$ cat src/rtl/ifu_fetch.sv
// rtl/ifu_fetch.sv - instruction fetch stage: PC, one-outstanding imem request, decode handshake
// Optional misaligned-redirect check enabled by defining IFU_MISALIGN_CHK_EN.
module ifu_fetch #(
    parameter logic [31:0] RESET_PC = 32'h8000_0000,
    parameter int          XLEN     = 32
) (
    input  logic            clk,
    input  logic            rst_n,
    output logic            imem_req_valid,
    output logic [XLEN-1:0] imem_req_addr,
    input  logic            imem_req_ready,
    input  logic            imem_resp_valid,
    input  logic [31:0]     imem_resp_data,
    output logic            inst_valid,
    output logic [31:0]     inst,
    output logic [XLEN-1:0] inst_pc,
    input  logic            inst_ready,
    input  logic            redirect_valid,
    input  logic [XLEN-1:0] redirect_pc,
    output logic            inst_err
);

    typedef enum logic [1:0] {S_REQ, S_WAIT, S_HOLD} state_t;

    state_t          state_q, state_d;
    logic [XLEN-1:0] pc_q, pc_d;
    logic            drop_q, drop_d;
    logic            inst_valid_q, inst_valid_d;
    logic [31:0]     inst_q, inst_d;
    logic [XLEN-1:0] inst_pc_q, inst_pc_d;
    logic            inst_err_q, inst_err_d;
    logic [XLEN-1:0] redir_pc;
    logic            misalign;

`ifdef IFU_MISALIGN_CHK_EN
    assign redir_pc = redirect_pc;
    assign misalign = (pc_q[1:0] != 2'b00);
`else
    logic unused_redir_lo;
    assign unused_redir_lo = ^redirect_pc[1:0];
    assign redir_pc        = {redirect_pc[XLEN-1:2], 2'b00};
    assign misalign        = 1'b0;
`endif

    always_ff @(posedge clk or negedge rst_n) begin
        if (!rst_n) begin
            state_q      <= S_REQ;
            pc_q         <= RESET_PC;
            drop_q       <= 1'b0;
            inst_valid_q <= 1'b0;
            inst_q       <= 32'h0;
            inst_pc_q    <= RESET_PC;
            inst_err_q   <= 1'b0;
        end else begin
            state_q      <= state_d;
            pc_q         <= pc_d;
            drop_q       <= drop_d;
            inst_valid_q <= inst_valid_d;
            inst_q       <= inst_d;
            inst_pc_q    <= inst_pc_d;
            inst_err_q   <= inst_err_d;
        end
    end

    always_comb begin
        state_d      = state_q;
        pc_d         = pc_q;
        drop_d       = drop_q;
        inst_valid_d = inst_valid_q;
        inst_d       = inst_q;
        inst_pc_d    = inst_pc_q;
        inst_err_d   = inst_err_q;
        case (state_q)
            S_REQ: begin
                if (misalign) begin
                    // A misaligned PC never reaches memory; a nop carrying the error goes to decode.
                    if (redirect_valid) begin
                        pc_d = redir_pc;
                    end else begin
                        state_d      = S_HOLD;
                        inst_d       = 32'h0000_0013;
                        inst_pc_d    = pc_q;
                        inst_err_d   = 1'b1;
                        inst_valid_d = 1'b1;
                    end
                end else begin
                    if (redirect_valid) pc_d = redir_pc;
                    if (imem_req_ready) begin
                        state_d = S_WAIT;
                        drop_d  = redirect_valid;
                    end
                end
            end
            S_WAIT: begin
                if (redirect_valid) begin
                    pc_d   = redir_pc;
                    drop_d = 1'b1;
                end
                if (imem_resp_valid) begin
                    if (drop_q || redirect_valid) begin
                        drop_d  = 1'b0;
                        state_d = S_REQ;
                    end else begin
                        inst_d       = imem_resp_data;
                        inst_pc_d    = pc_q;
                        inst_err_d   = 1'b0;
                        inst_valid_d = 1'b1;
                        state_d      = S_HOLD;
                    end
                end
            end
            S_HOLD: begin
                if (inst_ready || redirect_valid) begin
                    inst_valid_d = 1'b0;
                    inst_err_d   = 1'b0;
                    pc_d         = redirect_valid ? redir_pc : pc_q + 32'd4;
                    state_d      = S_REQ;
                end
            end
            default: state_d = S_REQ;
        endcase
    end

    always_comb begin
        imem_req_valid = rst_n && (state_q == S_REQ) && !misalign;
        imem_req_addr  = pc_q;
        inst_valid     = inst_valid_q;
        inst           = inst_q;
        inst_pc        = inst_pc_q;
        inst_err       = inst_err_q;
    end

endmodule

$ cat config.mk
export PLATFORM = sky130hd
export DESIGN_NAME = ifu_fetch
export DESIGN_NICKNAME = d
export VERILOG_FILES = /design/src/rtl/ifu_fetch.sv
export SDC_FILE = /design/constraint.sdc
export NUM_CORES = 1
export LEC_CHECK = 0
export BUFFER_PORTS_ARGS = -buffer_cell sky130_fd_sc_hd__buf_2
export CORE_UTILIZATION = 40
export DETAILED_ROUTE_END_ITERATION = 16
export PLACE_DENSITY = 0.78
export SLEW_MARGIN = 20
export SYNTH_ARGS = -nofsm -noshare
export SYNTH_HDL_FRONTEND = slang
export SYNTH_SLANG_ARGS = --single-unit
$ cat constraint.sdc
create_clock -name clk -period 2.1 [get_ports clk]
set_input_delay 0.21 -clock clk [delete_from_list [all_inputs] [get_ports clk]]
set_output_delay 0.21 -clock clk [all_outputs]
set_load 0.005 [all_outputs]
==> impl.org <==
** Synth
- After Yosys synthesis, full adders, half adders and majority gates account for less than 1% of the synthesized area.
- Of the total synthesized cell area, the portion taken by AND, OR, NAND and NOR gates is about 15%.
- The synthesized netlist devotes approximately 12% of its cell area to compound gates.
- Counting every instance in the synthesized netlist gives between 400 and 500.
- Counting flops with a built-in enable in the synthesized netlist gives 0.
- Number of library cell types mapped by synthesis :: 57
- Summing the areas of all xor and xnor instances in the mapped netlist gives 0% of the synthesized area.
- Area of the mapped netlist :: ~0.0047 mm2
- Largest family of logic cells by synthesized area :: multiplexers
- Sequential cells were found to cover just over 50% of the synthesized design area.
- For this run, the leading register cell type out of synthesis is sky130_fd_sc_hd__dfrtp_1.
- Multiplexer cells account for between 10% and 20% of the synthesized area.
- Yosys printed 0 warnings.
- Synthesis inferred 96 register bits.
- FFs w/ async S/R, synth :: 100.0%
- Post-Syn Area per Cell :: around 11 um2

** Floorplanning
- In this run the standard cell core region covers 0.01142 mm2.
- Floorplan die width :: approximately 110 um
- Initial standard-cell utilization of the core :: 41.05%
- Pin placement for this block handled 169 I/O pins.
- Row generation in the floorplan step produced 39 rows.
- Die extent in y :: approximately 110 um
- The floorplan step defined a die boundary enclosing 0.01215 mm2.

** STA
- Final count of hold timing violations :: 0
- The smallest clock period supported by the final layout is computed as about 1.8 ns.
- Setup total negative slack on the finished layout was measured at 0 ns.
- Post-route worst hold slack :: 0.07590 ns
- Derived from the worst setup path, the maximum achievable clock frequency is between 500 and 600 MHz.
- Setup repair after global routing left no endpoint under its margin.
- Least-Margin Pin Slew :: between 0.5 and 0.6 ns
- Final slew viol count :: 0
- For the final database, setup skew stands at 0.01231 ns.
- Headroom to the max-slew limit came out at 65.31%.
- Setup violations remaining at the end of the flow were counted as 0.
- Ratio of final minimum period to clock period :: 86.58%

** Global route
- Global-route usage over all layers :: a little over a fifth
- Number of global-route vias before repair :: between 3,000 and 4,000
- Entering global routing, the biggest net connects 97 pins.
- The number of antenna violations at the first check in global routing is 0.
- Global route total overflow :: 0
- Global-route wire length before repair :: between 15 and 20 mm

** Run
- The tool flagged a number of max-cap violations equal to 0.

** Clock tree
- Clk Tree Root Cell :: sky130_fd_sc_hd__clkbuf_16
- H-tree depth reported by CTS :: 3
- Cts repair resizes :: 0
- Counting the buffers created by CTS gives 9.
- Maximum root-to-sink buffer count :: 2
- Number of clock sinks :: 96
- Post-CTS clock slew at the launch and capture registers of the worst setup and hold paths :: roughly 0.070 ns
- TritonCTS built the clock tree.
- The clock reaches the later pin of the worst-skew pair after 0.35 ns.

** Power and ir drop
- Proportion of total power due to net switching :: 29.06%
- Pwr Total :: around 6.7 mW
- The analysis attributes to cell leakage a power of roughly 2.8 nW.
- Worst VDD drop :: 0.0006778 V
- The internal portion of the total power is approximately 4.7 mW.
- Part of the power in the clock network :: about 28%
- Power spent charging and discharging nets :: between 1.5 and 2 mW
- Power per cell area :: around 1100 mW/mm2
- Sequential Power Share :: 44.6%
- Combinational cells account for between 20% and 30% of the total power.

** Detailed routing
- Vias :: around 4,000
- Vias per inst :: around 5.5
- Wires add up to 12.30 mm.
- Dividing the detail-routed wire length by the instance count gives approximately 17 um.
- Iteration count of the initial detailed-routing pass :: 4
- Antenna viol nets, final :: 0
- Number of DRC markers in iteration 0 :: between 200 and 250
- Remaining design rule violation count :: 0

** Critical path
- STA classifies the critical path endpoint as a flip-flop.
- Launching element of the worst setup path :: imem_req_addr[13]
- Critical Path Source Type :: flip-flop
- For this run, the slowest stage of the critical path takes roughly 0.51 ns.
- Ordered list of cells on the worst path :: nand4_2 > nor4_2 > a311oi_1 > a311oi_1
- The largest individual stage delay along the critical path comes from the cell sky130_fd_sc_hd__dfrtp_1.
- Crit path top cell by count :: sky130_fd_sc_hd__a311oi_1
- Reg-to-reg startpoint :: imem_req_addr[13]
- Critical Path RT :: ~2.3 ns
- The critical path is of the flip-flop to flip-flop type.
- Data arrival at the endpoint of the critical path :: roughly 2.1 ns
- Biggest fanout along the worst timing path :: 9

** Cells and area
- The net count of the finished layout is 647.
- Leaving out fill and tap cells, the most frequent cell in the layout is sky130_fd_sc_hd__buf_2.
- The finished layout holds between 700 and 800 standard cells, fillers aside.
- Share of post-route cells with drive strength above 1 :: about two fifths
- Number of inserted diodes :: 0
- Commonest cells after routing, fill and taps aside :: 160 x sky130_fd_sc_hd__buf_2, 94 x sky130_fd_sc_hd__dfrtp_1, 34 x sky130_fd_sc_hd__mux2_1
- Area added between synthesis and finish :: 28.59%

** Place
- After detailed placement, the design holds a cell count of between 700 and 800.
- Final HPWL from detailed placement :: just under 9 mm
- Last weighted congestion value of the routability-driven placer :: ~0.87
- In this run the tool buffered the top-level ports with ~160 buffer cells.

** Min path
- The tightest min-delay check is of the primary input to flip-flop type.
- Worst Hold Launch :: imem_resp_data[17]

** Run status
- The flow ran to the end, and the final reports show no timing, DRC or antenna violations.
[final timing paths]
check | slack (ns) | endpoint | cells past startpoint
setup / recovery | 0.28 | imem_req_addr[21] | 4
hold / removal | 0.08 | inst[17] | 2
setup reg to reg | 0.28 | imem_req_addr[21] | 4
hold reg to reg | 0.48 | inst[23] | 1
max in group asynchronous | 1.21 | inst_pc[18] | 3
min in group asynchronous | 0.48 | inst[7] | 3
[cells in the mapped netlist (all sizes together), types with 7 or more instances]
| master | number | area (um2) |
|---|---|---|
| nand2 | 32 | 120.1 |
| mux2i | 8 | 80.08 |
| a211oi | 7 | 52.55 |
| o21ai | 11 | 55.05 |
| a21oi | 21 | 112.6 |
| nor2 | 22 | 82.58 |
| and3 | 8 | 50.05 |
| mux2 | 60 | 675.7 |
| nand3 | 16 | 85.08 |
| a311oi | 10 | 87.58 |
| nand4 | 10 | 90.08 |
| buf | 27 | 176.4 |
| dfrtp | 94 | 2352 |
[flip-flops by register name (all words and copies together) (netlist names)]
signal	cells
inst_pc	30
inst	32
state_q	2
inst_valid	1
drop_q	1
imem_req_addr	30
[power by group through the flow]
stage | Sequential (mW) | Combinational (mW) | Clock (mW)
after floorplan | 3.03 | 0.834 | 0
after global placement | 2.96 | 1.83 | 0
after detailed placement | 3.02 | 1.88 | 0
after CTS | 2.99 | 1.89 | 1.92
after global routing | 3.09 | 2.10 | 1.98
final | 2.98 | 1.86 | 1.85
[cells by family (layout without fill, tap and decap cells)]
group                      Yosys count  in the layout
and+or+nand+nor                    126            126
buffers and inverters               37            202
DFF                                 96             96
adders and majority gates            1              1
other                                1              5
AOI/OAI and AO/OA                   82             82
muxes                               68             68
[final cells by class]
type / count / area [um2]
Fill cell: 990 / 5391
Tap cell: 143 / 178.9
Clock inverter: 6 / 108.9
Sequential cell: 96 / 2405
Inverter: 5 / 18.77
Multi-Input combinational cell: 282 / 2085
Timing Repair Buffer: 182 / 1006
Clock buffer: 9 / 225.2
[repair_timing]
item,in CTS,in global routing
setup buffers,0,0
endpoints found under the hold margin,94,0
hold buffers,1,0
[per-layer routing]
metal / GRT usage [%] / routed length (um) / vias up
met5: 0 / 0 / -
met3: 3.998 / 818 / 21
met1: 27.01 / 5381 / 1913
met4: 11.28 / 248 / 0
li1: - / - / 1860
met2: 33.01 / 5848 / 167
[metrics by stage]
| stage | util [%] | setup WS, ns | instance area, um2 |
|---|---|---|---|
| final | 52.78 | 0.2819 | 6027 |
| after floorplan | - | 0.4503 | 4702 |
| after detailed placement | 49.77 | 0.3267 | 5683 |
| after CTS | 52.78 | 0.3016 | 6027 |
| after global routing | 52.78 | 0.1242 | 6027 |
| after global placement | 49.77 | 0.3391 | 5683 |
[critical path, delay by kind of cell, from the launching register on]
kind               cells  cell delay, ns
and+or+nand+nor        2            0.77
DFF                    1            0.51
AOI/OAI and AO/OA      2            0.43
Power figures use the tool's default switching activity.
